### config.mk
export PLATFORM = sky130hd
export DESIGN_NAME = morse_decoder
export DESIGN_NICKNAME = d
export VERILOG_FILES = /design/src/rtl/morse_decoder.sv
export SDC_FILE = /design/constraint.sdc
export NUM_CORES = 1
export LEC_CHECK = 0
export ABC_AREA = 1
export BUFFER_PORTS_ARGS = -buffer_cell sky130_fd_sc_hd__buf_4
export CAP_MARGIN = 40
export CORE_AREA = 5 5 95 97
export CTS_CLUSTER_SIZE = 8
export DETAILED_ROUTE_END_ITERATION = 10
export DIE_AREA = 0 0 100 102
export PLACE_DENSITY = 0.66
export SKIP_LAST_GASP = 1
export SLEW_MARGIN = 10
export SYNTH_ARGS = -nofsm -noshare
export SYNTH_HDL_FRONTEND = slang
export SYNTH_SLANG_ARGS = --single-unit
### constraint.sdc
create_clock -name clk_i -period 2.7 [get_ports clk_i]
set_input_delay 0.27 -clock clk_i [delete_from_list [all_inputs] [get_ports clk_i]]
set_output_delay 0.27 -clock clk_i [all_outputs]
set_load 0.05 [all_outputs]
### src/rtl/morse_decoder.sv
// Morse receiver: synchronizes and debounces a key line, times marks/gaps and emits ASCII
// bytes over valid/ready. Define MORSE_DECODER_PUNCT_EN to decode . , ? / = as well.
module morse_decoder #(
    parameter int unsigned UNIT_CYCLES     = 5_000_000,
    parameter int unsigned DEBOUNCE_CYCLES = 1000,
    parameter int unsigned CNT_BITS        = $clog2(8 * UNIT_CYCLES)
) (
    input  logic       clk_i,
    input  logic       reset_i,
    input  logic       morse_i,
    input  logic       ready_i,
    output logic [7:0] ascii_o,
    output logic       valid_o,
    output logic       error_o,
    output logic       overrun_o,
    output logic       busy_o
);
    typedef enum logic [1:0] {StIdle, StMark, StGap, StWord} state_e;

    localparam int unsigned DebW = (DEBOUNCE_CYCLES > 1) ? $clog2(DEBOUNCE_CYCLES) : 1;
    localparam logic [DebW-1:0]     DebLast   = DebW'(DEBOUNCE_CYCLES - 1);
    localparam logic [CNT_BITS-1:0] TwoUnits  = CNT_BITS'(2 * UNIT_CYCLES);
    localparam logic [CNT_BITS-1:0] FiveUnits = CNT_BITS'(5 * UNIT_CYCLES);
    localparam logic [CNT_BITS-1:0] CntMax    = CNT_BITS'(8 * UNIT_CYCLES - 1);

    logic [1:0]          sync_q;
    logic                key_q, key_prev_q;
    logic [DebW-1:0]     deb_cnt_q;
    logic                rise, fall;

    state_e              state_q, state_d;
    logic [CNT_BITS-1:0] cnt_q, cnt_d, cnt_inc;
    logic [2:0]          len_q, len_d;
    logic [5:0]          bits_q, bits_d;
    logic                ovf_q, ovf_d;

    logic                emit;
    logic [7:0]          emit_byte, dec_byte;
    logic                emit_err, dec_err;

    logic [7:0]          ascii_q;
    logic                valid_q, error_q, overrun_q;

    always_ff @(posedge clk_i) begin
        if (reset_i) begin
            sync_q     <= '0;
            key_q      <= 1'b0;
            key_prev_q <= 1'b0;
            deb_cnt_q  <= '0;
        end else begin
            sync_q     <= {sync_q[0], morse_i};
            key_prev_q <= key_q;
            if (sync_q[1] == key_q) begin
                deb_cnt_q <= '0;
            end else if (deb_cnt_q == DebLast) begin
                key_q     <= sync_q[1];
                deb_cnt_q <= '0;
            end else begin
                deb_cnt_q <= deb_cnt_q + 1'b1;
            end
        end
    end

    assign rise    = key_q & ~key_prev_q;
    assign fall    = ~key_q & key_prev_q;
    // Saturate so an endless mark stays a dash instead of wrapping back to a dot.
    assign cnt_inc = (cnt_q == CntMax) ? cnt_q : cnt_q + 1'b1;

    always_comb begin
        dec_byte = 8'h3F;
        dec_err  = 1'b0;
        if (ovf_q) begin
            dec_err = 1'b1;
        end else begin
            case ({len_q, bits_q})
                {3'd2, 6'b000001}: dec_byte = 8'h41;
                {3'd4, 6'b001000}: dec_byte = 8'h42;
                {3'd4, 6'b001010}: dec_byte = 8'h43;
                {3'd3, 6'b000100}: dec_byte = 8'h44;
                {3'd1, 6'b000000}: dec_byte = 8'h45;
                {3'd4, 6'b000010}: dec_byte = 8'h46;
                {3'd3, 6'b000110}: dec_byte = 8'h47;
                {3'd4, 6'b000000}: dec_byte = 8'h48;
                {3'd2, 6'b000000}: dec_byte = 8'h49;
                {3'd4, 6'b000111}: dec_byte = 8'h4A;
                {3'd3, 6'b000101}: dec_byte = 8'h4B;
                {3'd4, 6'b000100}: dec_byte = 8'h4C;
                {3'd2, 6'b000011}: dec_byte = 8'h4D;
                {3'd2, 6'b000010}: dec_byte = 8'h4E;
                {3'd3, 6'b000111}: dec_byte = 8'h4F;
                {3'd4, 6'b000110}: dec_byte = 8'h50;
                {3'd4, 6'b001101}: dec_byte = 8'h51;
                {3'd3, 6'b000010}: dec_byte = 8'h52;
                {3'd3, 6'b000000}: dec_byte = 8'h53;
                {3'd1, 6'b000001}: dec_byte = 8'h54;
                {3'd3, 6'b000001}: dec_byte = 8'h55;
                {3'd4, 6'b000001}: dec_byte = 8'h56;
                {3'd3, 6'b000011}: dec_byte = 8'h57;
                {3'd4, 6'b001001}: dec_byte = 8'h58;
                {3'd4, 6'b001011}: dec_byte = 8'h59;
                {3'd4, 6'b001100}: dec_byte = 8'h5A;
                {3'd5, 6'b011111}: dec_byte = 8'h30;
                {3'd5, 6'b001111}: dec_byte = 8'h31;
                {3'd5, 6'b000111}: dec_byte = 8'h32;
                {3'd5, 6'b000011}: dec_byte = 8'h33;
                {3'd5, 6'b000001}: dec_byte = 8'h34;
                {3'd5, 6'b000000}: dec_byte = 8'h35;
                {3'd5, 6'b010000}: dec_byte = 8'h36;
                {3'd5, 6'b011000}: dec_byte = 8'h37;
                {3'd5, 6'b011100}: dec_byte = 8'h38;
                {3'd5, 6'b011110}: dec_byte = 8'h39;
`ifdef MORSE_DECODER_PUNCT_EN
                {3'd6, 6'b010101}: dec_byte = 8'h2E;
                {3'd6, 6'b110011}: dec_byte = 8'h2C;
                {3'd6, 6'b001100}: dec_byte = 8'h3F;
                {3'd5, 6'b010010}: dec_byte = 8'h2F;
                {3'd5, 6'b010001}: dec_byte = 8'h3D;
`endif
                default:           dec_err  = 1'b1;
            endcase
        end
    end

    always_comb begin
        state_d   = state_q;
        cnt_d     = cnt_inc;
        len_d     = len_q;
        bits_d    = bits_q;
        ovf_d     = ovf_q;
        emit      = 1'b0;
        emit_byte = dec_byte;
        emit_err  = dec_err;
        unique case (state_q)
            StIdle: begin
                cnt_d = '0;
                if (rise) state_d = StMark;
            end
            StMark: begin
                if (fall) begin
                    if (len_q == 3'd6) begin
                        ovf_d = 1'b1;
                    end else begin
                        bits_d = {bits_q[4:0], cnt_q >= TwoUnits};
                        len_d  = len_q + 3'd1;
                    end
                    cnt_d   = '0;
                    state_d = StGap;
                end
            end
            StGap: begin
                if (cnt_q == TwoUnits) begin
                    emit    = 1'b1;
                    len_d   = '0;
                    bits_d  = '0;
                    ovf_d   = 1'b0;
                    state_d = StWord;
                end
                if (rise) begin
                    cnt_d   = '0;
                    state_d = StMark;
                end
            end
            StWord: begin
                if (cnt_q == FiveUnits) begin
                    emit      = 1'b1;
                    emit_byte = 8'h20;
                    emit_err  = 1'b0;
                    state_d   = StIdle;
                end
                if (rise) begin
                    cnt_d   = '0;
                    state_d = StMark;
                end
            end
            default: state_d = StIdle;
        endcase
    end

    always_ff @(posedge clk_i) begin
        if (reset_i) begin
            state_q   <= StIdle;
            cnt_q     <= '0;
            len_q     <= '0;
            bits_q    <= '0;
            ovf_q     <= 1'b0;
            ascii_q   <= '0;
            valid_q   <= 1'b0;
            error_q   <= 1'b0;
            overrun_q <= 1'b0;
        end else begin
            state_q <= state_d;
            cnt_q   <= cnt_d;
            len_q   <= len_d;
            bits_q  <= bits_d;
            ovf_q   <= ovf_d;
            // A byte arriving on the handshake cycle takes the slot being vacated.
            if (emit) begin
                if (!valid_q || ready_i) begin
                    ascii_q <= emit_byte;
                    error_q <= emit_err;
                    valid_q <= 1'b1;
                end else begin
                    overrun_q <= 1'b1;
                end
            end else if (valid_q && ready_i) begin
                valid_q <= 1'b0;
            end
        end
    end

    assign ascii_o   = ascii_q;
    assign valid_o   = valid_q;
    assign error_o   = error_q;
    assign overrun_o = overrun_q;
    assign busy_o    = (state_q != StIdle);
endmodule
# Word-level counts from Yosys, hierarchy flattened
# Cells that the tools add are included.
[totals]
rom_bits = 0
latchBits = 0
output_inout_bits = 12
ramBits = 0
inputBits = 4
ff_bits = 63
memories = 0
[classes]
mul = 0
n_reduce_logical = 17
magnitude_cmp = 1
n_bitwise = 6
div_mod_pow = 0
n_eq_ne = 53
mux = 37
addsub = 3
n_shift = 0
[ops]
columns = ["cell", "count"]
rows = [
  ["7-bit case mux with 36 select lines", 1],
  ["9-bit equality test, second input constant", 22],
  ["9-bit by 8-bit equality test with 1-bit output, second input constant", 12],
  ["26-bit two-way mux", 3],
  ["26-bit case mux with 3 select lines", 1],
  ["36-bit OR reduction", 1],
  ["26-bit by 1-bit adder with 26-bit output, second input constant", 1],
  ["26-bit by 24-bit equality test with 1-bit output, second input constant", 1],
  ["26-bit by 25-bit equality test with 1-bit output, second input constant", 1],
  ["26-bit equality test, second input constant", 1],
  ["26-bit by 24-bit greater-or-equal comparator with 1-bit output, second input constant", 1],
  ["9-bit by 7-bit equality test with 1-bit output, second input constant", 2],
  ["6-bit two-way mux", 3],
  ["8-bit two-way mux", 2],
  ["1-bit two-way mux", 12],
  ["2-bit two-way mux", 6],
  ["6-bit case mux with 2 select lines", 1],
  ["4-bit AND reduction", 3],
  ["10-bit by 1-bit adder with 10-bit output, second input constant", 1],
  ["10-bit equality test, second input constant", 1],
  ["2-bit != test, second input constant", 5],
  ["3-bit two-way mux", 3],
  ["2-bit case mux with 4 select lines", 1],
  ["2-bit AND reduction", 4],
  ["other kinds (19)", 28],
]

# Longest topological paths before layout
[depth]
ltp_word = 6
ltp_mapped = 14
ltp_nobuf = 14

# Worst setup path before layout
# OpenSTA, ideal clock, no wires.
[synth_timing]
kind = "reg-to-reg"
startpoint = "reg cnt_q[0]"
endpoint = "reg bits_q[4]"
n_path_buf = 0
required_time_ns = 2.631
path_stages_with_launch = 15
t_arrival_ns = 1.546
period_less_slack_ns = 1.615
setup_ns = 0.069
path_slack_ns = 1.085
path_cell_list = "dfxtp_1 > inv_1 > ha_1 > nand2_1 > nor2_2 > nand2_1 > nor2_1 > nand2_1 > nor2_2 > inv_2 > nand2_4 > nand2_4 > nor2_8 > nand2_1 > a21oi_2"
[synth_via]
elab_chain_len = 3
[synth_rtl]
columns = ["element", "line_no", "rtl"]
rows = [
  ["start: declaration", "32", "logic [CNT_BITS-1:0] cnt_q, cnt_d, cnt_inc;"],
  ["start signal: assignment", "192", "cnt_q <= cnt_d;"],
  ["26-bit by 24-bit equality test with 1-bit output", "151", "if (cnt_q == TwoUnits) begin"],
  ["2-bit != test (no line)", "-", ""],
  ["4-bit AND reduction (no line)", "-", ""],
  ["end signal: assignment", "194", "bits_q <= bits_d;"],
  ["end: declaration", "34", "logic [5:0] bits_q, bits_d;"],
]
# Every way passes these cells.
# A chain may end at the register's enable or synchronous reset.

# Final worst setup path
# Ends and elaborated chain as after synthesis.

==> impl_metrics.ini <==
[synth]
yosysMostFrequentCell = nand2_1
yosys.area.top_type = dfxtp_1
synth_seq_cells = 62
synth_edf_count = 0
yosysTopAreaCellShare_pct = 31.4
synthArstFlopShare_pct = 0
syn_inst = 623
yosysSeqAreaShare_pct = 31.4
ys_warn_count = 0
synth_area_mm2 = 0.00396
ys_top_cells_by_count = nand2_1, nor2_1, inv_1
ys_types = 41
synthTopCellsByArea = dfxtp_1, nand2_1, nor2_1
syn_avg_cell_area_um2 = 6.35
ys.flop_type = dfxtp_1
postSynthNetCount = 634

[grt]
grt_util_all_layers_pct = 20.8
grt_pass1_vias = 3686
overflow = 0
grt_max_degree = 23
grt_pass1_wl_mm = 17.2
antenna_found_initial = 0

[sta]
finalHoldViolations = 0
setup_viol = 0
fin_crit_sh_pct = 72.1
tns_ns = 0
drv_slew = 0
rsz0062_at_grt = no
fmax_ghz = 0.514
fin_crit_ns = 1.95
finClkSkew_ns = 0.00799
fin_ws_ns = 0.754

[power_and_ir_drop]
power.total_mw = 2.32
p_per_area_mw_per_mm2 = 534
p_leak_nw = 1.74
clkPwrFrac_pct = 39.4
combPwrFrac_pct = 19.4
ir_drop_v = 0.000456
p_switching_mw = 0.715
p_int_mw = 1.61
p_seq_share_pct = 41.2
switching_share_pct = 30.8

[min_path]
min_path_type = input pin to flip-flop

[drt]
met1_length_mm = 4.69
vias = 4019
drc_errors = 0
drt_pass1_iterations = 5
avgRoutedWirePerCell_um = 13.7
wl_met2_mm = 4.69
top_layer_used = met4
wl_met3_um = 548
finalWirelength_mm = 10.2
drt_iter0_drc = 200
ant_nets = 0
vias_per_cell = 5.37

[finish]
drive_above_1_share_pct = 11.7
area_growth_pct = 9.90
num-nets-final = 649
final_cell_area_mm2 = 0.00435
diodes = 0
finalCoreUtilization_pct = 54.0
fill_cells = 814

[run]
drv_cap = 0

[critical_path]
critPathArrivalTime_ns = 2.22
worst_setup_path_end_kind = flip-flop
cp.required_ns = 2.98
worst-setup-path-type = flip-flop to flip-flop
path_max_fanout = 9
start_kind = flip-flop

[floorplan]
die_w_um = 100
rows = 33
start_util_pct = 49.1
ios = 16
die_y_um = 102
fp.coreArea_mm2 = 0.00805
die_area_mm2 = 0.0102

[clocking]
cts.hold.buffers_added = 0
clock_path_buffers = 2
cts-root-buf = clkbuf_8
cts_resized = 0
numCtsBuffers = 9
cts_setup_buffers = 0
clk_latency_ns = 0.34
cts.sink_count = 62
cts_htree_levels = 3
clk_pin_slew_worst_paths_ns = 0.07
tritoncts = yes

[placed_design]
place_area_mm2 = 0.00413
gp_congestion = 1.01
dpl_worst_slack_ns = 0.775
port_buffers = 14
dpl.hpwl_mm = 7.89

[outcome]
outcome = finished clean
## stage by stage
step | instances | hold WS (ns)
floorplan | 623 | 0.377
global placement | 732 | 0.392
detailed placement | 732 | 0.400
CTS | 748 | 0.127
global route | 748 | 0.137
finish | 748 | 0.130
## routing by layer
metal | GRT usage (%) | vias up
met5 | 0 | -
met4 | 8.08 | 0
met3 | 3.82 | 29
met2 | 33.9 | 133
met1 | 27.4 | 1817
li1 | - | 2040
## cell type report
| type | instances | area, um^2 | area share (%) |
|---|---|---|---|
| repair buffers | 15 | 113 | 2.59 |
| multi-input cells | 472 | 2350 | 54.1 |
| clock buffers | 12 | 145 | 3.34 |
| inverters | 78 | 295 | 6.79 |
| well taps | 105 | 131 | 3.02 |
| clock inverters | 4 | 70.1 | 1.61 |
| flip-flops and latches | 62 | 1240 | 28.5 |
## cell usage in the layout (no fill, tap or decap), types with 2 or more instances in the layout
cell / netlist / layout
ha_1: 7 / 7
nor2_1: 113 / 113
inv_2: 7 / 7
bufinv_16: 0 / 2
clkinv_2: 0 / 2
inv_1: 70 / 70
nor3_4: 2 / 2
dfxtp_1: 62 / 62
nand2_4: 2 / 2
nor4_1: 2 / 2
a31oi_1: 3 / 3
nor3b_1: 3 / 3
a21oi_1: 31 / 31
buf_4: 4 / 15
clkbuf_8: 0 / 10
nand4_1: 21 / 21
nor2_2: 8 / 8
o21ai_0: 31 / 31
nand2_1: 142 / 142
o21bai_1: 2 / 2
a211oi_1: 2 / 2
nand3_1: 39 / 39
nand2_2: 9 / 9
nor3_1: 20 / 20
a21oi_2: 9 / 9
xnor2_1: 3 / 3
clkbuf_1: 2 / 2
nor2_4: 4 / 4
nand3b_1: 2 / 2
xor2_1: 8 / 8
## power by group through the flow
stage                     logic, mW  clock network [mW]  registers [mW]
after floorplan               0.339                   0           0.974
after CTS                     0.446               0.934           0.957
after detailed placement      0.443                   0           0.979
after global placement        0.441                   0           0.978
final                         0.451               0.915           0.957
after global routing          0.493               0.977           0.962
## sequential cells by signal (all words and copies together), names as in the netlist, 2 cells and up
register,flops
state_q,2
len_q,3
cnt_q,26
ascii_o,7
bits_q,6
deb_cnt_q,10
sync_q,2
## final timing paths
kind,start,end,slack (ns),depth (start not counted)
setup reg to reg,cnt_q[0]$_SDFF_PP0_,bits_q[4]$_SDFFE_PP0P_,0.75,14
hold / removal,morse_i,sync_q[0]$_SDFF_PP0_,0.13,3
hold reg to reg,sync_q[0]$_SDFF_PP0_,sync_q[1]$_SDFF_PP0_,0.41,2
setup / recovery,cnt_q[0]$_SDFF_PP0_,bits_q[4]$_SDFFE_PP0P_,0.75,14
## kinds of logic (layout without fill, tap and decap cells)
logic type,after synthesis,count (layout),share of synthesized area (%)
buffers and inverters,89,109,9.17
adder cells (fa/ha/maj),7,7,2.21
AO/OA/AOI/OAI,80,80,11.4
XOR/XNOR,11,11,2.44
other,1,1,0.0948
flip-flops,62,62,31.4
AND/OR/NAND/NOR,373,373,43.3
## critical path, cell delays in order, from the launching register on
cell	delay, ns
dfxtp_1	0.33
inv_1	0.09
ha_1	0.15
nand2_1	0.06
nor2_2	0.20
nand2_1	0.08
nor2_1	0.10
nand2_1	0.09
nor2_2	0.15
inv_2	0.08
nand2_4	0.07
nand2_4	0.11
nor2_8	0.17
nand2_1	0.09
a21oi_2	0.12
No activity file was read; power rests on OpenSTA's default activity.
